==> src/rtl/shifter_pkg.sv <==
// Shared encodings for the multicycle shifter.
// Mode codes and the control state enum.
package shifter_pkg;

  localparam logic [1:0] SH_SLL = 2'b00;
  localparam logic [1:0] SH_SRL = 2'b01;
  localparam logic [1:0] SH_SRA = 2'b10;
  localparam logic [1:0] SH_ROR = 2'b11;

  typedef enum logic [1:0] {
    IDLE,
    SHIFT,
    DONE
  } state_t;

endpackage

==> src/rtl/shift_step.sv <==
// One combinational shift step of 0..STEP positions.
// Rotate path only with MULTICYCLE_SHIFTER_ROTATE_EN.
module shift_step
  import shifter_pkg::*;
#(
  parameter int WIDTH = 16,
  parameter int STEP  = 4,
  parameter int AW    = $clog2(STEP + 1)
) (
  input  logic [WIDTH-1:0] data,
  input  logic [AW-1:0]    amt,
  input  logic [1:0]       mode,
  output logic [WIDTH-1:0] res
);

`ifdef MULTICYCLE_SHIFTER_ROTATE_EN
  logic [2*WIDTH-1:0] dbl;
  assign dbl = {data, data} >> amt;
`endif

  // Select the shifted operand for the latched mode.
  always_comb begin
    res = data >> amt;
    case (mode)
      SH_SLL: res = data << amt;
      SH_SRA: res = $unsigned($signed(data) >>> amt);
`ifdef MULTICYCLE_SHIFTER_ROTATE_EN
      SH_ROR: res = dbl[WIDTH-1:0];
`endif
      default: res = data >> amt;
    endcase
  end

endmodule

==> src/rtl/multicycle_shifter.sv <==
// Iterative shifter, up to STEP bits per clock.
// Optional rotate: MULTICYCLE_SHIFTER_ROTATE_EN.
module multicycle_shifter
  import shifter_pkg::*;
#(
  parameter int WIDTH = 16,
  parameter int STEP  = 4,
  localparam int CNT_W = $clog2(WIDTH)
) (
  input  logic             clk,
  input  logic             rst,
  input  logic             in_valid,
  output logic             in_ready,
  input  logic [WIDTH-1:0] in_data,
  input  logic [CNT_W-1:0] in_cnt,
  input  logic [1:0]       in_mode,
  output logic             out_valid,
  input  logic             out_ready,
  output logic [WIDTH-1:0] out_data
);

  localparam int AW = $clog2(STEP + 1);

  state_t           state;
  logic [WIDTH-1:0] data;
  logic [CNT_W-1:0] rem;
  logic [1:0]       mode;
  logic [CNT_W:0]   s;
  logic [AW-1:0]    amt;
  logic [CNT_W-1:0] rem_nxt;
  logic [WIDTH-1:0] stepped;

  // Step size is min(STEP, rem); widened so STEP == WIDTH fits.
  always_comb begin
    s = {1'b0, rem};
    if ({1'b0, rem} > (CNT_W+1)'(STEP))
      s = (CNT_W+1)'(STEP);
    amt     = AW'(s);
    rem_nxt = rem - s[CNT_W-1:0];
  end

  shift_step #(
    .WIDTH (WIDTH),
    .STEP  (STEP)
  ) u_step (
    .data  (data),
    .amt   (amt),
    .mode  (mode),
    .res   (stepped)
  );

  assign in_ready = (state == IDLE);
  assign out_data = data;

  // Control FSM with the data register and remaining count.
  always_ff @(posedge clk or posedge rst) begin
    if (rst) begin
      state     <= IDLE;
      data      <= '0;
      rem       <= '0;
      mode      <= SH_SLL;
      out_valid <= 1'b0;
    end else begin
      unique case (state)
        IDLE: begin
          if (in_valid) begin
            data <= in_data;
            rem  <= in_cnt;
            mode <= in_mode;
            if (in_cnt != '0) begin
              state <= SHIFT;
            end else begin
              state     <= DONE;
              out_valid <= 1'b1;
            end
          end
        end
        SHIFT: begin
          data <= stepped;
          rem  <= rem_nxt;
          if (rem_nxt == '0) begin
            state     <= DONE;
            out_valid <= 1'b1;
          end
        end
        DONE: begin
          if (out_ready) begin
            state     <= IDLE;
            out_valid <= 1'b0;
          end
        end
        default: state <= IDLE;
      endcase
    end
  end

endmodule

==> config.mk <==
export PLATFORM = sky130hd
export DESIGN_NAME = multicycle_shifter
export DESIGN_NICKNAME = d
export VERILOG_FILES = /design/src/rtl/shifter_pkg.sv /design/src/rtl/shift_step.sv /design/src/rtl/multicycle_shifter.sv
export SDC_FILE = /design/constraint.sdc
export NUM_CORES = 1
export LEC_CHECK = 0
export CAP_MARGIN = 20
export CORE_UTILIZATION = 42
export CTS_CLUSTER_SIZE = 12
export DETAILED_ROUTE_END_ITERATION = 10
export PLACE_DENSITY = 0.78
export SYNTH_ARGS = -nofsm -noshare
export SYNTH_HDL_FRONTEND = slang
export SYNTH_HIERARCHICAL = 1
export SYNTH_SLANG_ARGS = --single-unit
==> constraint.sdc <==
create_clock -name clk -period 3.72 [get_ports clk]
set_input_delay 0.372 -clock clk [delete_from_list [all_inputs] [get_ports clk]]
set_output_delay 0.372 -clock clk [all_outputs]
set_load 0.005 [all_outputs]
==> results of run 1 <==
metal layers:
layer	track usage [%]	wire, um	vias up
met4	5.18	63	0
met5	0	0	-
li1	-	-	1241
met1	38.2	3530	1288
met2	39.2	3500	153
met3	2.61	583	9
per-stage QoR:
stage	setup WS [ps]	util, %	hold slack (ps)	instances	power (uW)
4_1_cts	969	52.4	545	425	3060
6_report	880	52.6	387	426	3100
3_5_place_dp	991	51.5	503	421	2880
5_1_grt	761	52.6	462	426	3340
2_1_floorplan	1420	-	399	322	2210
3_3_place_gp	1070	51.5	505	421	2850
placed cells by master, fill, tap and decap left out, types with 9 or more instances in the layout:
cell,Yosys,routed
dfrtp_1,25,25
nor2_1,20,18
a21oi_1,14,14
mux4_2,9,9
clkdlybuf4s50_1,0,43
inv_1,10,10
o21ai_1,22,22
nand2_1,52,52
mux2i_1,34,34
o211ai_1,10,10
cell type report:
| class | instances | share of cell area, % |
|---|---|---|
| clock buffers | 3 | 1.32 |
| clock inverters | 1 | 0.240 |
| inverters | 10 | 1.20 |
| multi-input cells | 260 | 57.7 |
| flip-flops and latches | 25 | 20.0 |
| well taps | 75 | 3.00 |
| repair buffers | 52 | 16.5 |
flip-flops by register name, indices dropped and copies added (netlist names):
| name | flops |
|---|---|
| mode | 2 |
| out_data | 16 |
| out_valid | 1 |
| rem | 4 |
| state | 2 |
worst max-delay path, delay by kind of cell (launching register included):
family / cells / cell delay [ps]
mux: 1 / 160
compound gates: 2 / 200
buf+inv: 2 / 540
flops: 1 / 450
simple gates: 5 / 1370
how the worst max path moves through the flow:
| stage | startpoint | end | slack [ps] | cells after the start |
|---|---|---|---|---|
| after floorplan | rem[3] | out_data[14] | 1420 | 10 |
| after global placement | rem[3] | out_data[13] | 1070 | 10 |
| after detailed placement | rem[3] | out_data[13] | 990 | 10 |
| after CTS | rem[3] | out_data[13] | 970 | 10 |
| after global routing | rem[3] | out_data[13] | 760 | 10 |
| final | rem[3] | out_data[13] | 880 | 10 |
kinds of logic after synthesis:
| kind of cell | after synthesis |
|---|---|
| fa+ha+maj | 2 |
| other cells | 1 |
| flops | 25 |
| buf+inv | 37 |
| compound gates | 98 |
| mux | 48 |
| simple gates | 111 |
power by group through the flow:
stage,Sequential (uW),Clock [uW],Combinational (uW)
after detailed placement,739,0,2140
after floorplan,584,0,1630
after CTS,733,179,2150
final,746,176,2170
after global routing,781,186,2380
after global placement,737,0,2120
==> out/summary.txt, run 1 <==
RSZ-0062 raised after global routing: no
Avg Vias per Cell: 6.32
Ant. Diodes: 0
Max Cap Viol: 0
Initial antenna violation count: 0
Outcome: complete, no violations
Cell depth of the worst flop-to-flop path: 10
CP dominant cell by count: buf_4
Final wirelength: 7680 um
# setup viols final: 0
Clock skew: 6.77 ps
Initial drt markers: 430
Area fraction of the dominant cell type after synthesis: 24.1%
Synth area leaders: dfrtp_1 (24%), mux2i_1 (13%), mux4_2 (7.8%)
Slew @ Worst Pin: 847 ps
Die Width: 80.6 um
Final instance area: 0.00313 sq mm
Die ar.: 0.00650 sq mm
R2R setup slack: 880 ps
WS Path Type: register to register
PortBufs: 43
Ys flop type: dfrtp_1
Crit path DAT: 3010 ps
Worst r2r dst: out_data[13]
Leakage power: 0.00115 uW
Combinational family with the most area after synthesis: compound AO/OA/AOI/OAI gates
Number of global-route vias before repair: 2446
VDD IR max: 0.508 mV
Critical path's slowest cell: dfrtp_1
#FFs+latches synth: 25
Gate power share: 70.2%
Clock latency at the later pin of the worst-skew pair: 280 ps
Vias: 2691
Syn Area/Cell: 8.06 sq um
Startpoint Class: register
Area of the multi-input gates: 0.00181 sq mm
CP required: 3890 ps
Simple-Gate Fraction of Synth Area: 20.0%
Synth Area in Adders: 0.867%
GRT overflow: 0
First-pass GRT wire length: 12700 um
Tmin final: 2840 ps
CTS Buf Count: 3
Register area: 626 sq um
Core ar.: 0.00596 sq mm
Post-layout nets: 379
Area delta synth->final: 20.7%
Die height: 80.6 um
Max-slew violation count: 0
DRC violations left: 0
Post-Syn Instances: 322
Final cycle utilization of the critical path: 76.4%
Detailed Routing Iterations Pass 1: 4
Top cells by count, synth: nand2_1 (52), mux2i_1 (34), dfrtp_1 (25)
YS warnings: 6
Largest stage delay on the critical path: 450 ps
Routed len/inst: 18.0 um
Crit-path cells: or2_1 -> buf_4 -> nor2_2 -> buf_4 -> nor2b_1 -> nand2_1 -> nand4_1 -> o211ai_1 -> mux2i_1 -> o21ai_1
Max Fclk: 0.352 GHz
Compound-Gate Fraction of Synth Area: 24.9%
Endpoints failing hold: 0
H-Tree Depth: 1
Num Clock Sinks: 25
Psw: 1590 uW
PostCTS Resize Cnt: 0
Mux cell area share after synthesis: 23.2%
TNS Setup: 0 ps
P_int: 1510 uW
Ys async rst share: 100%
PD cells: 988 mW/mm^2
Rel. slew slack: 43.5%
EDFF count, synth: 0
Most common cell in the netlist: nand2_1
Worst r2r src: rem[3]
Largest net degree at the start of global routing: 35
Unique masters post-synth: 57
I/O Pins: 44
# fillers: 591
XOR/XNOR Fraction of Synth Area: 0%
CP Max Fanout: 23
Setup bufs post-CTS: 0
# hold bufs at CTS: 0
DP Area: 0.00307 sq mm
Clk network pwr share: 5.7%
Worst-path clk slew: 100 ps
Sw frac: 51.4%
Root buffer cell: clkbuf_8
Starting Density: 43.6%
Sequential-to-total area share from yosys stat: 24.1%
FP Rows: 28
CP Capture Type: register
Part of the power in registers: 24.1%
DP Wirelength: 5480 um
Post-synthesis cell area: 0.00260 sq mm
RD Place Congestion: 0.965
HP Class: input pin to async pin
Leading area contributor after synthesis: dfrtp_1
Gr usage total: 25.5%
Max Buffers Root-to-Sink: 2
ANT nets after route: 0
CTS tree: done
Layout cells sized above 1: 10.3%
Syn nets: 349
Power figures use the tool's default switching activity.
==> run 2: changes to the inputs <==
Clock period 3.72 ns to 2.9 ns, I/O delays scaled along.
==> run 2 against run 1 <==
Clock-buffer cell count unchanged. Critical path depth down 2. Combinational power increased by 34%. Final cell count rose by 1.4%. Total power rose by 30%. Wire length is 0.91% higher. Clock skew is 7.3 ps higher. First-iteration DRC count shrank 6.0%. Hold slack got worse by 31 ps. Worst setup slack lost 520 ps. Sequential power rose by 23%. Global-route usage is 0.11 points higher. Largest cell class unchanged. Largest power group unchanged.
==> out/summary.txt, run 2 (synthesis results as in run 1) <==
Worst-path clk slew: 100 ps (about the same)
I/O Pins: 44 (unchanged)
Max Fclk: 0.393 GHz (+12%)
RSZ-0062 raised after global routing: no
Detailed Routing Iterations Pass 1: 6 (+2)
Crit path DAT: 2700 ps (-310 ps)
First-pass GRT wire length: 12800 um (+0.82%)
Tmin final: 2540 ps (-299 ps)
Startpoint Class: register
Rel. slew slack: 43.6% (+0.086 points)
ANT nets after route: 0 (unchanged)
Number of global-route vias before repair: 2585 (+5.7%)
Die ar.: 0.00650 sq mm (unchanged)
Ant. Diodes: 0 (unchanged)
Largest stage delay on the critical path: 440 ps (about the same)
RD Place Congestion: 1.00 (+3.9%)
Num Clock Sinks: 25 (unchanged)
PD cells: 1270 mW/mm^2 (+29%)
Gr usage total: 25.6% (+0.11 points)
Worst r2r dst: out_data[8]
Max reg flops: 16 (unchanged)
CP Capture Type: register
Avg Vias per Cell: 6.25 (-1.1%)
DP Wirelength: 5600 um (+2.2%)
R2R setup slack: 360 ps (-520 ps)
P_int: 1980 uW (+31%)
# hold bufs at CTS: 0 (unchanged)
Total buffers and inverters traversed by the critical path: 1 (-1)
Max Buffers Root-to-Sink: 2 (unchanged)
DRC violations left: 0 (unchanged)
Gate power share: 71.9% (+1.7 points)
# setup viols final: 0 (unchanged)
Cell depth of the worst flop-to-flop path: 8 (-2)
Setup bufs post-CTS: 0 (unchanged)
Final cycle utilization of the critical path: 87.6% (+11 points)
Routed len/inst: 17.9 um (-0.49%)
CP Max Fanout: 15 (-35%)
H-Tree Depth: 1 (unchanged)
Clock latency at the later pin of the worst-skew pair: 280 ps (about the same)
Endpoints failing hold: 0 (unchanged)
Crit-path cells: or2_1 -> nor2_4 -> buf_4 -> mux4_2 -> a211oi_1 -> a31oi_1 -> mux2i_1 -> o21ai_1
Max Cap Viol: 0 (unchanged)
Root buffer cell: clkbuf_8
Setup ws final: 359 ps (-521 ps)
Largest net degree at the start of global routing: 35 (unchanged)
Worst r2r src: rem[3]
Leakage power: 0.00118 uW (+2.8%)
Most frequent cells in the layout: nand2_1 (52), clkdlybuf4s50_1 (43), mux2i_1 (34)
Initial antenna violation count: 0 (unchanged)
Pre-CTS setup slack: 402 ps (-589 ps)
Critical path's slowest cell: dfrtp_1
CP top delay family: simple AND/OR/NAND/NOR gates
Util after Layout: 53.2% (+0.59 points)
Max-slew violation count: 0 (unchanged)
TNS Setup: 0 ps (unchanged)
Vias: 2700 (+0.33%)
Psw: 2060 uW (+29%)
PortBufs: 43 (unchanged)
CTS tree: done
HP Class: input pin to async pin
VDD IR max: 0.688 mV (+35%)
Clock skew: 14.1 ps (+7.30 ps)
PostCTS Resize Cnt: 0 (unchanged)
Slew @ Worst Pin: 846 ps (-1.29 ps)
Final Power: 4030 uW (+30%)
GRT overflow: 0 (unchanged)
Outcome: complete, no violations
Commonest non-fill, non-tap cell in the layout: nand2_1
Sw frac: 50.9% (-0.43 points)
Layout cells sized above 1: 11.8% (+1.5 points)
Clk network pwr share: 5.4% (-0.3 points)
Starting Density: 43.6% (unchanged)
FP Rows: 28 (unchanged)
Initial drt markers: 404 (-6.0%)
CP required: 3060 ps (-830 ps)
Post-layout nets: 385 (+1.6%)
Core ar.: 0.00596 sq mm (unchanged)
Final wirelength: 7750 um (+0.91%)
CTS Buf Count: 3 (unchanged)
Part of the power in registers: 22.7% (-1.4 points)
Die Width: 80.6 um (unchanged)
Area delta synth->final: 22.0%
Die height: 80.6 um (unchanged)
WS Path Type: register to register
[run 2: changes by cell type in the layout (fill, tap and decap cells not counted), sizes merged]
| cell | before | now |
|---|---|---|
| buf | 9 | 15 |
| clkinvlp | 1 | 0 |
| clkinv | 0 | 1 |
[run 2: power by group through the flow]
| stage | registers (uW) | logic (uW) | clock network, uW |
|---|---|---|---|
| detailed placement | 909 | 2850 | 0 |
| global placement | 904 | 2790 | 0 |
| floorplan | 749 | 2090 | 0 |
| finish | 917 | 2900 | 217 |
| global route | 950 | 3170 | 234 |
| CTS | 903 | 2860 | 223 |
[run 2: metrics by stage]
step / cells / hold WS (ps) / instance area, sq um
final: 432 / 356 / 3170
after global routing: 432 / 433 / 3170
after CTS: 432 / 370 / 3170
after detailed placement: 428 / 478 / 3120
after global placement: 428 / 484 / 3120
after floorplan: 322 / 317 / 2600
[run 2: cell type report]
class,count,area (sq um)
Clock buffer,3,41.3
Multi-Input combinational cell,260,1810
Sequential cell,25,626
Tap cell,75,93.8
Fill cell,587,2790
Clock inverter,1,5.00
Timing Repair Buffer,58,556
Inverter,10,37.5
[run 2: worst max path at each step]
stage	from	to	depth (start not counted)	slack [ps]
4_1_cts	rem[3]	out_data[12]	8	370
5_1_grt	rem[3]	out_data[9]	9	180
3_5_place_dp	rem[3]	out_data[12]	8	400
3_3_place_gp	rem[3]	out_data[12]	8	460
6_report	rem[3]	out_data[8]	8	360
2_1_floorplan	rem[3]	out_data[14]	10	600
[run 2: per-layer routing]
layer	global-route usage, %	wire length, um
met1	35.9	3280
met2	40.8	3590
met3	2.73	750
met4	8.21	131
met5	0	0
[run 2: worst reg2reg max path: cells and delay by family (launching register included)]
| kind | cells | cell delay, ps |
|---|---|---|
| AOI/OAI and AO/OA | 3 | 490 |
| and+or+nand+nor | 2 | 740 |
| muxes | 2 | 500 |
| DFF | 1 | 440 |
| buffers and inverters | 1 | 270 |
==> run 3: changes to the inputs <==
Settings changed: CTS_CLUSTER_SIZE 12 to 14.
==> results of run 3 <==
The final DEF is identical to that of run 2; final timing and power are the same.
==> RTL change 1: new RTL, flow settings as in run 2 <==
The 3 states of `state_t` get a one-hot encoding in 3 bits.
--- a/src/rtl/shifter_pkg.sv
+++ b/src/rtl/shifter_pkg.sv
@@ -9,6 +9,6 @@
 
-  typedef enum logic [1:0] {
-    IDLE,
-    SHIFT,
-    DONE
+  typedef enum logic [2:0] {
+    IDLE  = 3'b001,
+    SHIFT = 3'b010,
+    DONE  = 3'b100
   } state_t;
Check against the original RTL: no difference found for any inputs over 10 cycles, from zero or initial values and one cycle with rst high; not proved beyond that.
==> RTL change 1 against run 2 <==
Setup slack gained 120 ps. Routed wire length shrank 6.1%. First-iteration DRC count shrank 33%. Sequential cell count grew 1. Synthesized area grew 0.72%. Power grew 2.2%. Design area shrank 0.99%. Largest power group unchanged.
==> RTL change 1: results (changes against run 2) <==
| Metric | Value |
|---|---|
| Outcome | finished clean |
| Synthesized area per cell | 8.275 um^2 (+2.6%) |
| Total Nets Final | 373 (-3.1%) |
| Reg2Reg Setup Slack | 480 ps (+120 ps) |
| Top post-synthesis cells by count | 50 x nand2_1, 33 x mux2i_1, 25 x dfrtp_1, 20 x nor2_1, 20 x o21ai_1 |
| GP Congestion | 0.8921 (-11%) |
| Critical path arrival | 2640 ps (-60 ps) |
| Crit path max fanout | 39 (+24) |
| Post-DP HPWL | 5192 um (-7.3%) |
| WL final | 7281 um (-6.1%) |
| Total track usage | 22.64% (-2.9 points) |
| Global-route wire length before repair | 11,600 um (-9.5%) |
| Worst Setup Slack post-DPL | 528.7 ps (+126.6 ps) |
| Worst VDD drop | 0.6104 mV (-11%) |
| Largest net degree at the start of global routing | 49 (+40%) |
| Vias/cell | 6.268 (+0.29%) |
| Share of layout cells above drive strength 1 | 10.69% (-1.1 points) |
| Placement-stage cell area | 0.003065 mm^2 (-1.8%) |
| Skew final | 10.30 ps (-3.768 ps) |
| Wl on met1 | 3217 um (-1.9%) |
| Met1 GRT Util | 30.85% (-5.0 points) |
| Synth top area cells | dfrtp_1 24%, mux2i_1 13%, mux4_2 7.8% |
| IO buf count | 43 (unchanged) |
| Syn_nets | 342 (-2.0%) |
| Met2 wire length | 3505 um (-2.4%) |
| Max incr delay on CP | 420 ps (-20 ps) |
| # placed instances | 417 (-2.6%) |
| Post-synthesis sequential area ratio | 24.93% (+0.83 points) |
| Reg2Reg Depth | 10 (+2) |
| GR Util met2 | 37.90% (-2.9 points) |
| Worst r2r dst | out_data[14] |
| Max-slew headroom | 52.90% (+9.3 points) |
| Vias in the first global route | 2,427 (-6.1%) |
| Drt pass-1 iters | 5 (-1) |
| Met3 WL | 488 um (-35%) |
| Met3 Use GR | 2.472% (-0.26 points) |
| Leakage power | 1.134 nW (-4.0%) |
| WHS | 360.5 ps (+3.986 ps) |
==> RTL change 1: logic make-up after synthesis <==
kind of cell / after synthesis / synth area share, %
multiplexers: 47 / 22.68
AND/OR/NAND/NOR: 112 / 20.77
AO/OA/AOI/OAI: 93 / 23.16
buffers and inverters: 38 / 8.469
flip-flops: 26 / 24.93
==> RTL change 1: area by class of cell <==
type	count	area, um^2
fillers	586	2819
multi-input cells	252	1752
flip-flops and latches	26	651.9
repair buffers	52	523.0
well taps	75	93.84
inverters	12	45.04
clock buffers	3	41.29
clock inverters	1	30.03
==> RTL change 1: tightest hold or removal path: stages <==
cell	delay [ps]
clkdlybuf4s50_1	400
inv_1	50
buf_4	320
==> RTL change 1: power by group <==
group | total (mW) | internal (mW) | switching, mW
Clock | 0.312 | 0.185 | 0.127
Combinational | 2.85 | 1.36 | 1.48
Sequential | 0.967 | 0.547 | 0.420
==> RTL change 2: new RTL, config.mk and constraints of run 2 <==
Made on the original files. `WIDTH` is set to 16 in 2 places; all go to 8.
--- a/src/rtl/shift_step.sv
+++ b/src/rtl/shift_step.sv
@@ -5,3 +5,3 @@
 #(
-  parameter int WIDTH = 16,
+  parameter int WIDTH = 8,
   parameter int STEP  = 4,
--- a/src/rtl/multicycle_shifter.sv
+++ b/src/rtl/multicycle_shifter.sv
@@ -5,3 +5,3 @@
 #(
-  parameter int WIDTH = 16,
+  parameter int WIDTH = 8,
   parameter int STEP  = 4,
Ports: changed (resized in_cnt, in_data and out_data); port bits go from 44 to 27. The function was not compared with the original's and may differ.
==> RTL change 2 against run 2 <==
Routed wire length is 54% lower. Power is 55% lower. Sequential cell count decreased by 9. Hold slack improved by 24 ps. Design area decreased by 44%. Setup slack gained 250 ps. Synthesized area is 43% lower. Sequential share of layout area is 2.9 points higher. Non-clock buffer count shrank 27. Clock power down 47%. Count of clock-buffer cells in the layout did not move. Critical path type unchanged.
==> RTL change 2: results (changes against run 2) <==
| Metric | Value |
|---|---|
| Global-route wire length before repair | 5851 um (-54%) |
| Total track usage | 21.13% (-4.5 points) |
| Critical path's top delay family | simple AND/OR/NAND/NOR gates |
| Worst VDD drop | 0.4008 mV (-42%) |
| Outcome | finished clean |
| Post-synthesis sequential area ratio | 27.00% (+2.9 points) |
| Drt wl/cell | 14.46 um (-19%) |
| Worst slew pin tran | 758.0 ps (-87.90 ps) |
| Crit path max fanout | 12 (-3) |
| Antenna Cells | 0 (unchanged) |
| Total Nets Final | 221 (-43%) |
| Setup crit end | out_data[5] |
| Share of layout cells above drive strength 1 | 8.500% (-3.3 points) |
| Antenna violations before repair | 0 (unchanged) |
| Sw power | 0.8532 mW (-58%) |
| Leakage power | 0.7080 nW (-40%) |
| Crit path launch | rem[0] |
| Critical path arrival | 2430 ps (-270 ps) |
| Max FFs per register | 8 (-8) |
| Syn_nets | 201 (-42%) |
| Post-DP HPWL | 2507 um (-55%) |
| Yosys Warn Count | 6 (unchanged) |
| Vias/cell | 5.740 (-8.2%) |
| Reg2Reg Setup Slack | 610 ps (+250 ps) |
| Max-slew headroom | 49.46% (+5.9 points) |
| Worst-path clk slew | ~90 ps |
| IO buf count | 26 (-40%) |
| Top post-synthesis cells by count | 21 x nand2_1, 20 x o21ai_0, 16 x dfrtp_1, 15 x a21oi_1, 14 x mux2i_1 |
| Drt pass-1 iters | 4 (-2) |
| Vias in the first global route | 1,234 (-52%) |
| Skew final | 4.589 ps (-9.479 ps) |
| Max stage delay cell, worst path | nor2_2 |
| Placement-stage cell area | 0.001748 mm^2 (-44%) |
| Core Util, Final | 52.64% (-0.55 points) |
| Largest net degree at the start of global routing | 26 (-26%) |
| Max incr delay on CP | 400 ps (-40 ps) |
| Iter 0 DRT Violations | 117 (-71%) |
| GP Congestion | 0.9191 (-8.3%) |
| Synth top area cells | dfrtp_1 27%, mux2i_1 9.5%, o21ai_0 6.8% |
| Fraction of registers with async set/reset | 100.0% (unchanged) |
| CTS root buffer | clkbuf_4 |
| Post-synth cell types | 42 (-26%) |
| # fillers | 334 (-43%) |
| HP Class | input port to asynchronous set/reset pin |
## RTL change 2: how the worst min path moves through the flow
stage	endpoint	depth (start not counted)	start
after floorplan	mode[0]	1	rst
after global placement	out_valid	2	out_valid
after detailed placement	out_valid	2	out_valid
after CTS	rem[2]	2	rst
after global routing	rem[2]	2	rst
final	rem[2]	2	rst
## RTL change 2: logic make-up (layout without fill, tap and decap cells)
group,after synthesis,after routing,synth area share [%]
buf+inv,24,42,8.270
simple gates,61,61,21.77
fa+ha+maj,2,2,1.687
compound gates,57,57,23.46
mux,20,20,17.30
flops,16,16,27.00
other cells,2,2,0.5065
## RTL change 2: power groups by stage
stage,combinational (mW),clock [mW],sequential [mW]
4_1_cts,1.14,0.122,0.537
3_3_place_gp,1.13,0,0.538
5_1_grt,1.27,0.135,0.566
2_1_floorplan,0.929,0,0.428
6_report,1.15,0.115,0.539
3_5_place_dp,1.14,0,0.543
## RTL change 2: layout make-up
class,count,share of cell area (%)
flip-flops and latches,16,22.61
inverters,8,1.696
multi-input cells,142,54.35
clock buffers,3,1.272
repair buffers,31,16.82
well taps,46,3.251
## RTL change 2: per-stage QoR
stage / setup WS [ps] / hold slack (ps) / cells
6_report: 607.1 / 380.7 / 246
4_1_cts: 611.0 / 401.8 / 246
3_5_place_dp: 630.1 / 527.0 / 243
2_1_floorplan: 914.7 / 203.7 / 182
3_3_place_gp: 699.2 / 519.1 / 243
5_1_grt: 365.5 / 436.3 / 246
## RTL change 2: routing by layer
layer	wire (um)	track usage [%]	vias up
li1	-	-	698
met2	1711	31.37	54
met5	0	0	-
met4	14	9.206	0
met3	176	2.521	2
met1	1654	30.97	658
